**src/rtl/uart_tx_arbiter.sv**
```systemverilog
// Round-robin arbiter sharing one UART transmitter among NREQ byte streams.
// A message lock keeps the owner granted until it sends a LAST byte.
module uart_tx_arbiter #(
    parameter int NREQ         = 4,
    parameter int GUARD_CYCLES = 0,
    parameter int BUSY_TMO     = 15
) (
    input  logic                ICLK_50,
    input  logic                IRST,
    input  logic [NREQ-1:0]     IREQ_VALID,
    input  logic [8*NREQ-1:0]   IREQ_DATA,
    input  logic [NREQ-1:0]     IREQ_LAST,
    output logic [NREQ-1:0]     OREQ_READY,
    output logic [7:0]          OTX_DATA,
    output logic                OTX_EN,
    input  logic                ITX_BUSY,
    output logic [NREQ-1:0]     OGRANT,
    output logic                OLOCKED,
    output logic                OERR,
    output logic [15:0]         OBYTE_CNT
);

    localparam int PW = $clog2(NREQ);
    localparam int GW = (GUARD_CYCLES > 1) ? $clog2(GUARD_CYCLES) : 1;
    localparam int TW = $clog2(BUSY_TMO + 1);

    typedef enum logic [2:0] {
        ARB,
        ISSUE,
        WAIT_BUSY,
        WAIT_DONE,
        GUARD
    } state_t;

    state_t          state;
    state_t          state_nx;
    logic [PW-1:0]   ptr;
    logic [PW-1:0]   sel;
    logic            found;
    logic [NREQ-1:0] elig;
    logic [GW-1:0]   guard_cnt;
    logic [TW-1:0]   tmo_cnt;
    logic [15:0]     byte_cnt;
    logic            grant;
    logic            tmo_hit;
    logic            guard_done;

    // While locked only the owner may win; the search starts at ptr.
    always_comb begin
        logic [PW:0]   sum;
        logic [PW-1:0] idx;
        elig  = OLOCKED ? (IREQ_VALID & OGRANT) : IREQ_VALID;
        found = 1'b0;
        sel   = '0;
        sum   = '0;
        idx   = '0;
        for (int k = 0; k < NREQ; k++) begin
            sum = {1'b0, ptr} + (PW+1)'(k);
            if (sum >= (PW+1)'(NREQ)) sum = sum - (PW+1)'(NREQ);
            idx = sum[PW-1:0];
            if (!found && elig[idx]) begin
                found = 1'b1;
                sel   = idx;
            end
        end
    end

    assign grant      = (state == ARB) && !ITX_BUSY && found;
    assign OREQ_READY = grant ? (NREQ'(1) << sel) : '0;
    assign OTX_EN     = (state == ISSUE);
    assign OBYTE_CNT  = byte_cnt;
    assign tmo_hit    = (tmo_cnt == TW'(BUSY_TMO - 1));

    always_comb begin
        if (GUARD_CYCLES <= 1) guard_done = 1'b1;
        else guard_done = (guard_cnt == GW'(GUARD_CYCLES - 1));
    end

    always_comb begin
        state_nx = state;
        unique case (state)
            ARB:       if (grant) state_nx = ISSUE;
            ISSUE:     state_nx = WAIT_BUSY;
            WAIT_BUSY: begin
                if (ITX_BUSY) state_nx = WAIT_DONE;
                else if (tmo_hit) state_nx = GUARD;
            end
            WAIT_DONE: if (!ITX_BUSY) state_nx = GUARD;
            GUARD:     if (guard_done) state_nx = ARB;
            default:   state_nx = ARB;
        endcase
    end

    always_ff @(posedge ICLK_50) begin
        if (IRST) begin
            state     <= ARB;
            ptr       <= '0;
            guard_cnt <= '0;
            tmo_cnt   <= '0;
            byte_cnt  <= '0;
            OTX_DATA  <= '0;
            OGRANT    <= '0;
            OLOCKED   <= 1'b0;
            OERR      <= 1'b0;
        end else begin
            state <= state_nx;
            if (grant) begin
                OTX_DATA <= IREQ_DATA[8*sel +: 8];
                OGRANT   <= NREQ'(1) << sel;
                ptr      <= (sel == PW'(NREQ - 1)) ? '0 : sel + 1'b1;
                OLOCKED  <= ~IREQ_LAST[sel];
            end
            if (state == ISSUE) begin
                byte_cnt <= byte_cnt + 16'd1;
                tmo_cnt  <= '0;
            end
            if (state == WAIT_BUSY && !ITX_BUSY) begin
                tmo_cnt <= tmo_cnt + 1'b1;
                if (tmo_hit) OERR <= 1'b1;
            end
            if (state == GUARD)
                guard_cnt <= guard_done ? '0 : guard_cnt + 1'b1;
        end
    end

endmodule

```
**config.mk**
```make
export PLATFORM = sky130hd
export DESIGN_NAME = uart_tx_arbiter
export DESIGN_NICKNAME = d
export VERILOG_FILES = /design/src/rtl/uart_tx_arbiter.sv
export SDC_FILE = /design/constraint.sdc
export NUM_CORES = 1
export LEC_CHECK = 0
export CAP_MARGIN = 20
export CORE_UTILIZATION = 46
export DETAILED_ROUTE_END_ITERATION = 10
export PLACE_DENSITY = 0.81
export SLEW_MARGIN = 0
export SYNTH_ARGS = -nofsm -noshare
export SYNTH_HDL_FRONTEND = slang
export SYNTH_SLANG_ARGS = --single-unit
export TNS_END_PERCENT = 10
```
**constraint.sdc**
```tcl
create_clock -name ICLK_50 -period 2.6 [get_ports ICLK_50]
set_clock_uncertainty 0.15 [all_clocks]
set_input_delay 0.26 -clock ICLK_50 [delete_from_list [all_inputs] [get_ports ICLK_50]]
set_output_delay 0.26 -clock ICLK_50 [all_outputs]
set_load 0.01 [all_outputs]
```
# ---- After elaboration in Yosys (flattened, before gate mapping)
# Cells that the tools add are included.
dict set report classes {
  n_addsub 10
  multipliers 0
  div 0
  magnitude_cmp 9
  n_eq_ne 8
  n_shift 2
  n_mux 32
  n_bitwise 2
  n_reduce_logical 14
}
# operator n
set ops {}
lappend ops {{32-bit by 6-bit variable part select with 8-bit output} 1}
lappend ops {{2-bit two-way mux} 9}
lappend ops {{16-bit by 1-bit adder with 16-bit output, second input constant} 1}
lappend ops {{4-bit two-way mux} 4}
lappend ops {{2-bit by 3-bit < comparator with 1-bit output, second input constant} 5}
lappend ops {{3-bit two-way mux} 4}
lappend ops {{3-bit case mux with 4 select lines} 1}
lappend ops {{1-bit binary-select mux with 2-bit select} 5}
lappend ops {{3-bit greater-or-equal comparator, second input constant} 3}
lappend ops {{1-bit two-way mux} 9}
lappend ops {{2-bit by 1-bit subtractor with 2-bit output, second input constant} 4}
lappend ops {{2-bit by 2-bit adder with 3-bit output, second input constant} 2}
lappend ops {{3-bit by 2-bit == test with 1-bit output, second input constant} 2}
lappend ops {{1-bit logical AND} 6}
lappend ops {{4-bit by 1-bit adder with 4-bit output, second input constant} 1}
lappend ops {{4-bit bitwise AND} 1}
lappend ops {{4-bit == test, second input constant} 1}
lappend ops {{1-bit logical NOT} 4}
lappend ops {{2-bit != test, second input constant} 2}
lappend ops {{1-bit by 2-bit << shifter with 4-bit output, first input constant} 1}
lappend ops {{2-bit by 1-bit adder with 3-bit output, second input constant} 1}
lappend ops {{3-bit by 1-bit == test with 1-bit output, second input constant} 1}
lappend ops {{2-bit by 3-bit greater-or-equal comparator with 1-bit output, second input constant} 1}
lappend ops {{3-bit logical NOT} 1}
lappend ops {{other kinds (7)} 7}
dict set report totals {
  regBits 39
  latch_bits 0
  ram_bits 0
  rom_bits 0
  mem_count 0
}

# ---- Longest topological paths before layout
# Gate-level depths: netlist of the first run.
dict set report logic_depth {
  word_depth 17
  depth_mapped 10
  depth_no_buf 8
}

# ---- Worst setup path after synthesis of the first run
# OpenSTA, ideal clock, no wires.
dict set report synth_timing {
  kind {reg2out}
  start {register OLOCKED}
  end {output port OREQ_READY[0]}
  arrival_ps 1682
  path_slack_ps 508
  path_stages_with_launch 10
  n_path_buf 1
  cell_sequence {dfxtp_1 buf_6 nor2b_4 o221ai_1 a22o_1 nor2_1 inv_1 ha_1 nand2_1 inv_1}
}
dict set report synth_between {
  elab_chain_cells 15
  elab_cells_between_ends 26
  classes_between {shift: 1; mux: 18; reduce/logical: 7}
}
# element line_no
set synth_rtl {}
lappend synth_rtl {{from (decl)} 18} ;# output logic OLOCKED,
lappend synth_rtl {{from (signal assigned)} 111} ;# OLOCKED <= ~IREQ_LAST[sel];
lappend synth_rtl {{4-bit two-way mux (*)} 52} ;# elig = OLOCKED ? (IREQ_VALID & OGRANT) : IREQ_VALID;
lappend synth_rtl {{1-bit binary-select mux with 2-bit select} 61} ;# if (!found && elig[idx]) begin
lappend synth_rtl {{1-bit two-way mux (implied by the code)} 61}
lappend synth_rtl {{1-bit two-way mux} 61}
lappend synth_rtl {{1-bit logical NOT} 61}
lappend synth_rtl {{1-bit logical AND} 61}
lappend synth_rtl {{1-bit two-way mux} 61}
lappend synth_rtl {{1-bit logical NOT} 61}
lappend synth_rtl {{1-bit logical AND} 61}
lappend synth_rtl {{1-bit two-way mux} 61}
lappend synth_rtl {{1-bit logical NOT} 61}
lappend synth_rtl {{1-bit logical AND} 61}
lappend synth_rtl {{2-bit two-way mux / 1-bit two-way mux (equally long branches)} 61}
lappend synth_rtl {{1-bit by 2-bit << shifter with 4-bit output / 1-bit logical AND (equally long branches)} {69, 68}}
lappend synth_rtl {{4-bit two-way mux (*)} 69} ;# assign OREQ_READY = grant ? (NREQ'(1) << sel) : '0;
lappend synth_rtl {{to (decl)} 13} ;# output logic [NREQ-1:0] OREQ_READY,
# Every way passes the cells marked *; elsewhere a longest branch is shown, timed or not. The select of a mux whose other input is x is not followed.

# ---- Final worst setup path of the first run
dict set report layout_timing {
  start {register OLOCKED}
  end {output port OREQ_READY[2]}
}
# The elaborated chain is that of the path after synthesis.

==> impl_metrics.json, run 1 <==
{
  "yosys-top-cells-area": "dfxtp_1 34%, mux2i_1 7.8%, ha_1 3.8%",
  "cts.path.max_buffers": 2,
  "cts_buffers": 5,
  "timing.critical_path.from_type": "register",
  "maxSlewViolCount": 0,
  "grt.met1_usage_pct": 30.4,
  "grt_usage_pct": 23.5,
  "yosysTopAreaCell": "dfxtp_1",
  "path_class": "reg -> out",
  "setup_viol": 0,
  "grt_max_degree": 24,
  "synth_nets": 302,
  "synth_edf_count": 0,
  "drt_pass1_iterations": 4,
  "synth-seq-area-share_pct": 33.9,
  "tightest_slew_ns": 0.395,
  "drt_iter0_drc": 136,
  "min_period_ns": 2.50,
  "ys_warn_count": 0,
  "hold_slack_ns": 0.352,
  "routed_wl_microns": 6090,
  "yosysMostFrequentCell": "dfxtp_1",
  "status": "finished clean",
  "dp_hpwl_microns": 4610,
  "n_fill_cell": 365,
  "netlist.area_leader.share_pct": 33.9,
  "synth_area_sq_um": 2300,
  "dieArea_sq_um": 5290,
  "fin_setup_tns_ns": 0,
  "cp-end-kind": "output port",
  "p_per_area_nw_per_um2": 548,
  "grt_overflow": 0,
  "clkTransAtPathRegs_ns": 0.08,
  "antenna_found_initial": 0,
  "cts_tree": "yes",
  "port_buffers": 77,
  "root_buffer": "clkbuf_8",
  "maxCapViolations": 0,
  "grt_pass1_wl_microns": 9710,
  "wl_per_cell_microns": 14.6,
  "die_w_microns": 72.8,
  "gp_congestion": 1.01,
  "cts.sink_count": 39,
  "power_leakage_nw": 1.28,
  "layout-drive-gt1-share_pct": 14.9,
  "synthFlopType": "dfxtp_1",
  "nets": 398,
  "synth_async_sr_flop_share_pct": 0,
  "core_sq_um": 4790,
  "route.vias.total": 2227,
  "synth-seq-cells": 39,
  "syn_inst": 252,
  "final_antenna_net_count": 0,
  "period_share_pct": 96.1,
  "worst-path-max-fanout": 7,
  "max_freq_ghz": 0.400,
  "cp_data_arrival_time_ns": 2.09,
  "vias_per_cell": 5.35,
  "clk_latency_ns": 0.29,
  "initial_core_util_pct": 48.1,
  "area_growth_pct": 46.3,
  "final-hold-violation-count": 0,
  "busiest_layer": "met2",
  "synth_area_per_cell_sq_um": 9.14,
  "rows": 25,
  "grt_use_met3_pct": 3.04,
  "slew_headroom_pct": 73.6,
  "required_ns": 2.19,
  "yosysUniqueCellTypes": 53,
  "ir_drop_mv": 0.448,
  "drt_drc_violations_left": 0,
  "use_met2_pct": 39.0,
  "io_pins": 78,
  "cts.htree.levels": 2,
  "diodes": 0,
  "grt_pass1_vias": 2091,
  "die_h_microns": 72.8,
  "min_path_type": "reg -> reg",
  "synthTopCellsByCount": "39 x dfxtp_1, 21 x nand2_1, 20 x nor2_1, 18 x mux2i_1, 15 x inv_1"
}
==> routing by layer <==
| layer | wire (microns) | vias up |
|---|---|---|
| li1 | - | 1114 |
| met5 | 0 | - |
| met4 | 136 | 0 |
| met3 | 327 | 13 |
| met1 | 2680 | 1029 |
| met2 | 2950 | 71 |
==> cell usage in the layout, fill, tap and decap left out, drive strengths merged, types with 7 or more instances in the layout <==
cell / instances
a21oi: 14
buf: 23
clkdlybuf4s50: 72
dfxtp: 39
ha: 7
inv: 15
mux2i: 18
nand2: 21
nand3b: 9
nor2: 20
nor3: 8
o21ai: 7
o221ai: 9
xnor2: 7
==> cells by family (layout without fill, tap and decap cells) <==
group,Yosys count,after routing,share of synthesized area (%)
AOI/OAI and AO/OA,61,61,21.0
xor gates and xnor gates,13,13,4.94
adders and majority gates,8,8,4.24
buffers and inverters,26,123,6.03
DFF,39,39,33.9
muxes,18,18,7.82
and+or+nand+nor,87,87,22.1
==> layout make-up <==
cell class                 count  area, sq um  area share [%]
sequential                    39          786            23.3
timing repair buffer         100          941            27.9
tap                           67         83.8            2.49
inverter                      15         56.3            1.67
clock inverter                 2         16.3           0.483
multi-input combinational    187         1410            41.7
clock buffer                   6         82.6            2.45
==> worst paths after layout <==
kind                                      startpoint                        to  slack (ns)  depth (start not counted)
worst max-delay path            OLOCKED$_SDFFE_PP0N_             OREQ_READY[2]        0.10                          9
worst min register to register     OERR$_SDFFE_PP0P_         OERR$_SDFFE_PP0P_        0.35                          2
worst min-delay path               OERR$_SDFFE_PP0P_         OERR$_SDFFE_PP0P_        0.35                          2
worst max register to register   ptr[0]$_SDFFE_PP0N_  OTX_DATA[2]$_SDFFE_PP0N_        0.45                          6
==> metrics by stage <==
stage	std cells	total power, mW	setup slack, ns	util (%)	area, sq um
after floorplan	252	1.13	0.508	-	2300
after global placement	407	1.39	-0.144	67.7	3240
after detailed placement	407	1.40	-0.176	67.7	3240
after CTS	415	1.84	0.0485	69.9	3350
after global routing	416	1.94	-0.00131	70.4	3370
final	416	1.85	0.102	70.4	3370
==> report_power, final <==
group          internal [mW]  leakage [nW]  switching [mW]
sequential             0.649         0.318          0.0619
clock                  0.216        0.0474           0.216
combinational          0.376         0.915           0.327
==> flip-flops by register name, indices dropped and copies added (netlist names) <==
name,cells
OBYTE_CNT,16
OERR,1
OGRANT,4
OLOCKED,1
OTX_DATA,8
ptr,2
state,3
tmo_cnt,4
==> timing repair <==
action / 4_1_cts / 5_1_grt
pin swaps: 1 / 3
hold buffers: 0 / 0
setup buffers: 0 / 1
endpoints found under the setup margin: 4 / 4
gates cloned: 0 / 0
hold endpoints to repair: 0 / 0
gates resized for setup: 8 / 6
==> worst max-delay path, cell delays in order, from the launching register on <==
cell,delay (ns)
dfxtp_4,0.39
nor2b_4,0.18
o221ai_2,0.13
a22o_1,0.25
nor2_2,0.16
inv_1,0.08
ha_1,0.20
nand2_1,0.08
inv_1,0.05
dlygate4sd2_1,0.27
(Power assumes the default switching activity.)
==> run 2: changes to the inputs <==
--- a/config.mk
+++ b/config.mk
@@ -8,7 +8,7 @@
 export CAP_MARGIN = 20
 export CORE_UTILIZATION = 46
 export DETAILED_ROUTE_END_ITERATION = 10
-export PLACE_DENSITY = 0.81
+export PLACE_DENSITY = 0.79
 export SLEW_MARGIN = 0
 export SYNTH_ARGS = -nofsm -noshare
 export SYNTH_HDL_FRONTEND = slang
==> impl_metrics.json, run 2 (same netlist as run 1, synthesis figures left out) <==
{
  "design_area_sq_um": 3360,
  "min_period_ns": 2.49,
  "regToRegSetupSlack_ns": 0.36,
  "layout-drive-gt1-share_pct": 14.3,
  "grt_max_degree": 22,
  "cts_buffers": 5,
  "area_growth_pct": 46.1,
  "layout_commonest_cell": "clkdlybuf4s50_1",
  "timing.critical_path.from_type": "primary input",
  "min_path_type": "reg -> reg",
  "cts_tree": "yes",
  "crit_path_top_delay_cell": "clkdlybuf4s50_1",
  "path_class": "in -> out",
  "fin_setup_tns_ns": 0,
  "dp_cells": 407,
  "tightest_slew_ns": 0.381,
  "ir_drop_mv": 0.292,
  "cp_data_arrival_time_ns": 2.08,
  "crit_path_cell_trace": "clkdlybuf4s50_1, o21ai_0, a22o_1, nor2_4, inv_1, ha_1, nand2_1, inv_1, dlygate4sd2_1",
  "period_share_pct": 95.9,
  "n_fill_cell": 398,
  "grt.met1_usage_pct": 29.5,
  "grt_pass1_wl_microns": 9870,
  "final-hold-violation-count": 0,
  "cts.path.max_buffers": 2,
  "p_per_area_nw_per_um2": 541,
  "vias_per_cell": 5.47,
  "cp.depth": 9,
  "final_cell_mix": "72 x clkdlybuf4s50_1, 37 x dfxtp_1, 24 x buf_4, 21 x nand2_1, 19 x nor2_1",
  "grt_pass1_vias": 2181,
  "initial_core_util_pct": 48.1,
  "rsz0062_at_grt": "yes",
  "rows": 25,
  "dieArea_sq_um": 5290,
  "post-place-ws_ns": -0.191,
  "critPathBufInv": 4,
  "r2r_cells": 7,
  "cp-end-kind": "output port",
  "status": "finished clean",
  "io_pins": 78,
  "grt_overflow": 0,
  "r2r-end": "OTX_DATA[5]$_SDFFE_PP0N_",
  "final_antenna_net_count": 0,
  "cts.htree.levels": 2,
  "die_h_microns": 72.8,
  "grt_use_met3_pct": 5.25,
  "required_ns": 2.19,
  "gp_congestion": 0.914,
  "die_w_microns": 72.8,
  "worst_slack_ns": 0.106,
  "maxSlewViolCount": 0,
  "cp-endpoint": "OREQ_READY[2]",
  "clkTransAtPathRegs_ns": 0.07,
  "largest_reg_flops": 16,
  "cts.sink_count": 39,
  "grt_usage_pct": 24.0,
  "maxCapViolations": 0,
  "wl_per_cell_microns": 14.9,
  "cp_common_cell": "inv_1",
  "hold_path_depth": 2,
  "setup_viol": 0,
  "cp_top_family": "buffers and inverters",
  "max_freq_ghz": 0.401,
  "postPlaceCellArea_sq_um": 3240,
  "crit_start": "IREQ_VALID[3]",
  "nets": 399,
  "slowest_delay_ns": 0.58,
  "busiest_layer": "met2",
  "dp_hpwl_microns": 4650,
  "use_met2_pct": 40.9,
  "clk_latency_ns": 0.29,
  "power_leakage_nw": 1.29,
  "antenna_found_initial": 0,
  "drt_pass1_iterations": 4,
  "diodes": 0,
  "fin_cells": 417,
  "worst-path-max-fanout": 6,
  "drt_drc_violations_left": 0,
  "p_total_mw": 1.82,
  "slew_headroom_pct": 74.6,
  "route.vias.total": 2281,
  "timing.rr.start": "ptr[0]$_SDFFE_PP0N_",
  "core_sq_um": 4790,
  "root_buffer": "clkbuf_8",
  "drt_iter0_drc": 144,
  "routed_wl_microns": 6210,
  "port_buffers": 77
}
==> run 2: per-stage QoR <==
| step | util [%] | hold WS [ns] |
|---|---|---|
| 6_report | 70.3 | 0.361 |
| 5_1_grt | 70.3 | 0.397 |
| 4_1_cts | 69.5 | 0.357 |
| 3_5_place_dp | 67.7 | 0.340 |
| 3_3_place_gp | 67.7 | 0.305 |
| 2_1_floorplan | - | 0.303 |
==> run 2: tightest hold or removal path, delay by kind of cell, from the launching register on <==
family,cells,cell delay [ns]
AND/OR/NAND/NOR,1,0.07
AO/OA/AOI/OAI,1,0.07
flip-flops,1,0.33
==> run 2: final cells by class <==
cell class / count / area, sq um / area share [%]
Tap cell: 67 / 83.8 / 2.49
Clock inverter: 2 / 12.5 / 0.372
Multi-Input combinational cell: 187 / 1400 / 41.7
Clock buffer: 6 / 72.6 / 2.16
Inverter: 15 / 56.3 / 1.67
Timing Repair Buffer: 101 / 952 / 28.3
Sequential cell: 39 / 783 / 23.3
==> run 2: worst min-delay path by stage <==
stage	start	end	slack (ns)
2_1_floorplan	ITX_BUSY	state[0]$_SDFFE_PP0P_	0.30
3_3_place_gp	OERR$_SDFFE_PP0P_	OERR$_SDFFE_PP0P_	0.30
3_5_place_dp	OTX_DATA[6]$_SDFFE_PP0N_	OTX_DATA[6]$_SDFFE_PP0N_	0.34
4_1_cts	OTX_DATA[6]$_SDFFE_PP0N_	OTX_DATA[6]$_SDFFE_PP0N_	0.36
5_1_grt	OBYTE_CNT[5]$_SDFFE_PP0P_	OBYTE_CNT[5]$_SDFFE_PP0P_	0.40
6_report	OTX_DATA[6]$_SDFFE_PP0N_	OTX_DATA[6]$_SDFFE_PP0N_	0.36
==> run 2: routing by layer <==
metal	vias up	share of wire [%]
li1	1117	-
met1	1083	43
met2	63	50
met3	18	4.6
met4	0	2.9
met5	-	0
==> run 2: what timing repair did <==
| action | CTS | global route |
|---|---|---|
| endpoints found under the setup margin | 4 | 4 |
| gates cloned | 0 | 0 |
| resized for setup | 5 | 6 |
| hold buffers | 0 | 0 |
| setup buffers | 0 | 2 |
| pin swaps | 0 | 1 |
==> run 2: power breakdown <==
part / internal (mW) / switching, mW
clock network: 0.187 / 0.211
registers: 0.648 / 0.0599
logic: 0.383 / 0.332
==> run 3: changes to the inputs <==
--- a/config.mk
+++ b/config.mk
@@ -9,6 +9,7 @@
 export CORE_UTILIZATION = 46
 export DETAILED_ROUTE_END_ITERATION = 10
 export PLACE_DENSITY = 0.79
+export SKIP_CTS_REPAIR_TIMING = 1
 export SLEW_MARGIN = 0
 export SYNTH_ARGS = -nofsm -noshare
 export SYNTH_HDL_FRONTEND = slang
==> impl_metrics.json, run 3 (same netlist as run 1, synthesis figures left out) <==
{
  "die_h_microns": 72.8,
  "regToRegSetupSlack_ns": 0.46,
  "p_comb_share_pct": 38.5,
  "n_fill_cell": 395,
  "power_leakage_nw": 1.29,
  "rows": 25,
  "layout-drive-gt1-share_pct": 13.8,
  "clkTransAtPathRegs_ns": 0.07,
  "cts.sink_count": 39,
  "p_int_mw": 1.21,
  "initial_core_util_pct": 48.1,
  "worst-path-max-fanout": 3,
  "cts.htree.levels": 2,
  "postPlaceCellArea_sq_um": 3240,
  "rsz0062_at_grt": "yes",
  "switchingPower_uw": 585,
  "seq_power_share_pct": 39.3,
  "area_growth_pct": 45.1,
  "core_sq_um": 4790,
  "fin_cells": 415,
  "final_cell_mix": "74 x clkdlybuf4s50_1, 37 x dfxtp_1, 22 x buf_4, 21 x nand2_1, 19 x nor2_1",
  "cp-end-kind": "output port",
  "design_area_sq_um": 3340,
  "gp_congestion": 0.914,
  "period_share_pct": 103,
  "tightest_slew_ns": 0.387,
  "fin_util_pct": 69.9,
  "required_ns": 2.19,
  "grt_pass1_wl_microns": 9860,
  "drt_pass1_iterations": 4,
  "drt_iter0_drc": 185,
  "dieArea_sq_um": 5290,
  "maxCapViolations": 0,
  "ir_drop_mv": 0.283,
  "vias_per_cell": 5.39,
  "grt_usage_pct": 23.9,
  "grt_overflow": 0,
  "slew_headroom_pct": 74.2,
  "p_per_area_nw_per_um2": 536,
  "min_path_type": "reg -> reg",
  "cp_data_arrival_time_ns": 2.28,
  "cts.path.max_buffers": 2,
  "status": "complete, but fails checks",
  "p_clk_share_pct": 22.1,
  "nets": 397,
  "violations": "negative setup slack",
  "hold_slack_ns": 0.361,
  "die_w_microns": 72.8,
  "layout_commonest_cell": "clkdlybuf4s50_1",
  "cts_buffers": 5,
  "largest_reg_flops": 16,
  "min_period_ns": 2.69,
  "port_buffers": 77,
  "antenna_found_initial": 0,
  "worst_slack_ns": -0.0891,
  "final_antenna_net_count": 0,
  "cts_tree": "yes",
  "final-hold-violation-count": 0,
  "maxSlewViolCount": 0,
  "route.vias.total": 2237,
  "dp_cells": 407,
  "drt_drc_violations_left": 0,
  "max_freq_ghz": 0.372,
  "dp_hpwl_microns": 4650,
  "setup_viol": 1,
  "io_pins": 78,
  "routed_wl_microns": 6010,
  "root_buffer": "clkbuf_8",
  "fin_setup_tns_ns": -0.0891,
  "diodes": 0,
  "wl_per_cell_microns": 14.5,
  "path_class": "in -> out",
  "timing.critical_path.from_type": "primary input",
  "grt_pass1_vias": 2181,
  "p_sw_share_pct": 32.6,
  "clk_latency_ns": 0.29,
  "grt_max_degree": 22
}
[run 3: critical path: stages]
cell and delay [ns]:
clkdlybuf4s50_1 0.52, inv_1 0.07, or3_4 0.38, a21oi_2 0.18, nor2_2 0.08, ha_1 0.19
nand2_1 0.07, inv_1 0.04, clkdlybuf4s50_1 0.49
[run 3: power groups by stage]
stage	clock, mW	sequential [mW]	combinational, mW
6_report	0.397	0.705	0.691
3_5_place_dp	0	0.717	0.689
2_1_floorplan	0	0.718	0.412
5_1_grt	0.430	0.714	0.752
3_3_place_gp	0	0.714	0.673
4_1_cts	0.405	0.703	0.692
[run 3: cell type report]
type | count | area (sq um) | area share [%]
inverters | 15 | 56.3 | 1.68
well taps | 67 | 83.8 | 2.51
repair buffers | 99 | 943 | 28.2
flip-flops and latches | 39 | 783 | 23.4
clock buffers | 6 | 72.6 | 2.17
clock inverters | 2 | 12.5 | 0.374
multi-input cells | 187 | 1390 | 41.6
[run 3: path summary, 6_finish.rpt]
| kind | startpoint | end | cells after the start |
|---|---|---|---|
| min reg2reg | OTX_DATA[3]$_SDFFE_PP0N_ | OTX_DATA[3]$_SDFFE_PP0N_ | 2 |
| min | OTX_DATA[3]$_SDFFE_PP0N_ | OTX_DATA[3]$_SDFFE_PP0N_ | 2 |
| max reg2reg | OLOCKED$_SDFFE_PP0N_ | OTX_DATA[5]$_SDFFE_PP0N_ | 7 |
| max | IREQ_VALID[0] | OREQ_READY[3] | 9 |
[run 3: through the flow]
stage | worst slack (ns) | power (mW)
finish | -0.0891 | 1.79
global placement | -0.151 | 1.39
floorplan | 0.508 | 1.13
global route | -0.213 | 1.90
CTS | -0.257 | 1.80
detailed placement | -0.191 | 1.41
[run 3: per-layer routing]
layer | up-vias | wire length (microns) | share of wire (%) | GRT usage (%)
met5 | - | 0 | 0 | 0
li1 | 1109 | - | - | -
met1 | 1056 | 2570 | 43 | 29.4
met2 | 58 | 3040 | 50 | 40.9
met3 | 14 | 281 | 4.7 | 5.25
met4 | 0 | 123 | 2.0 | 9.15
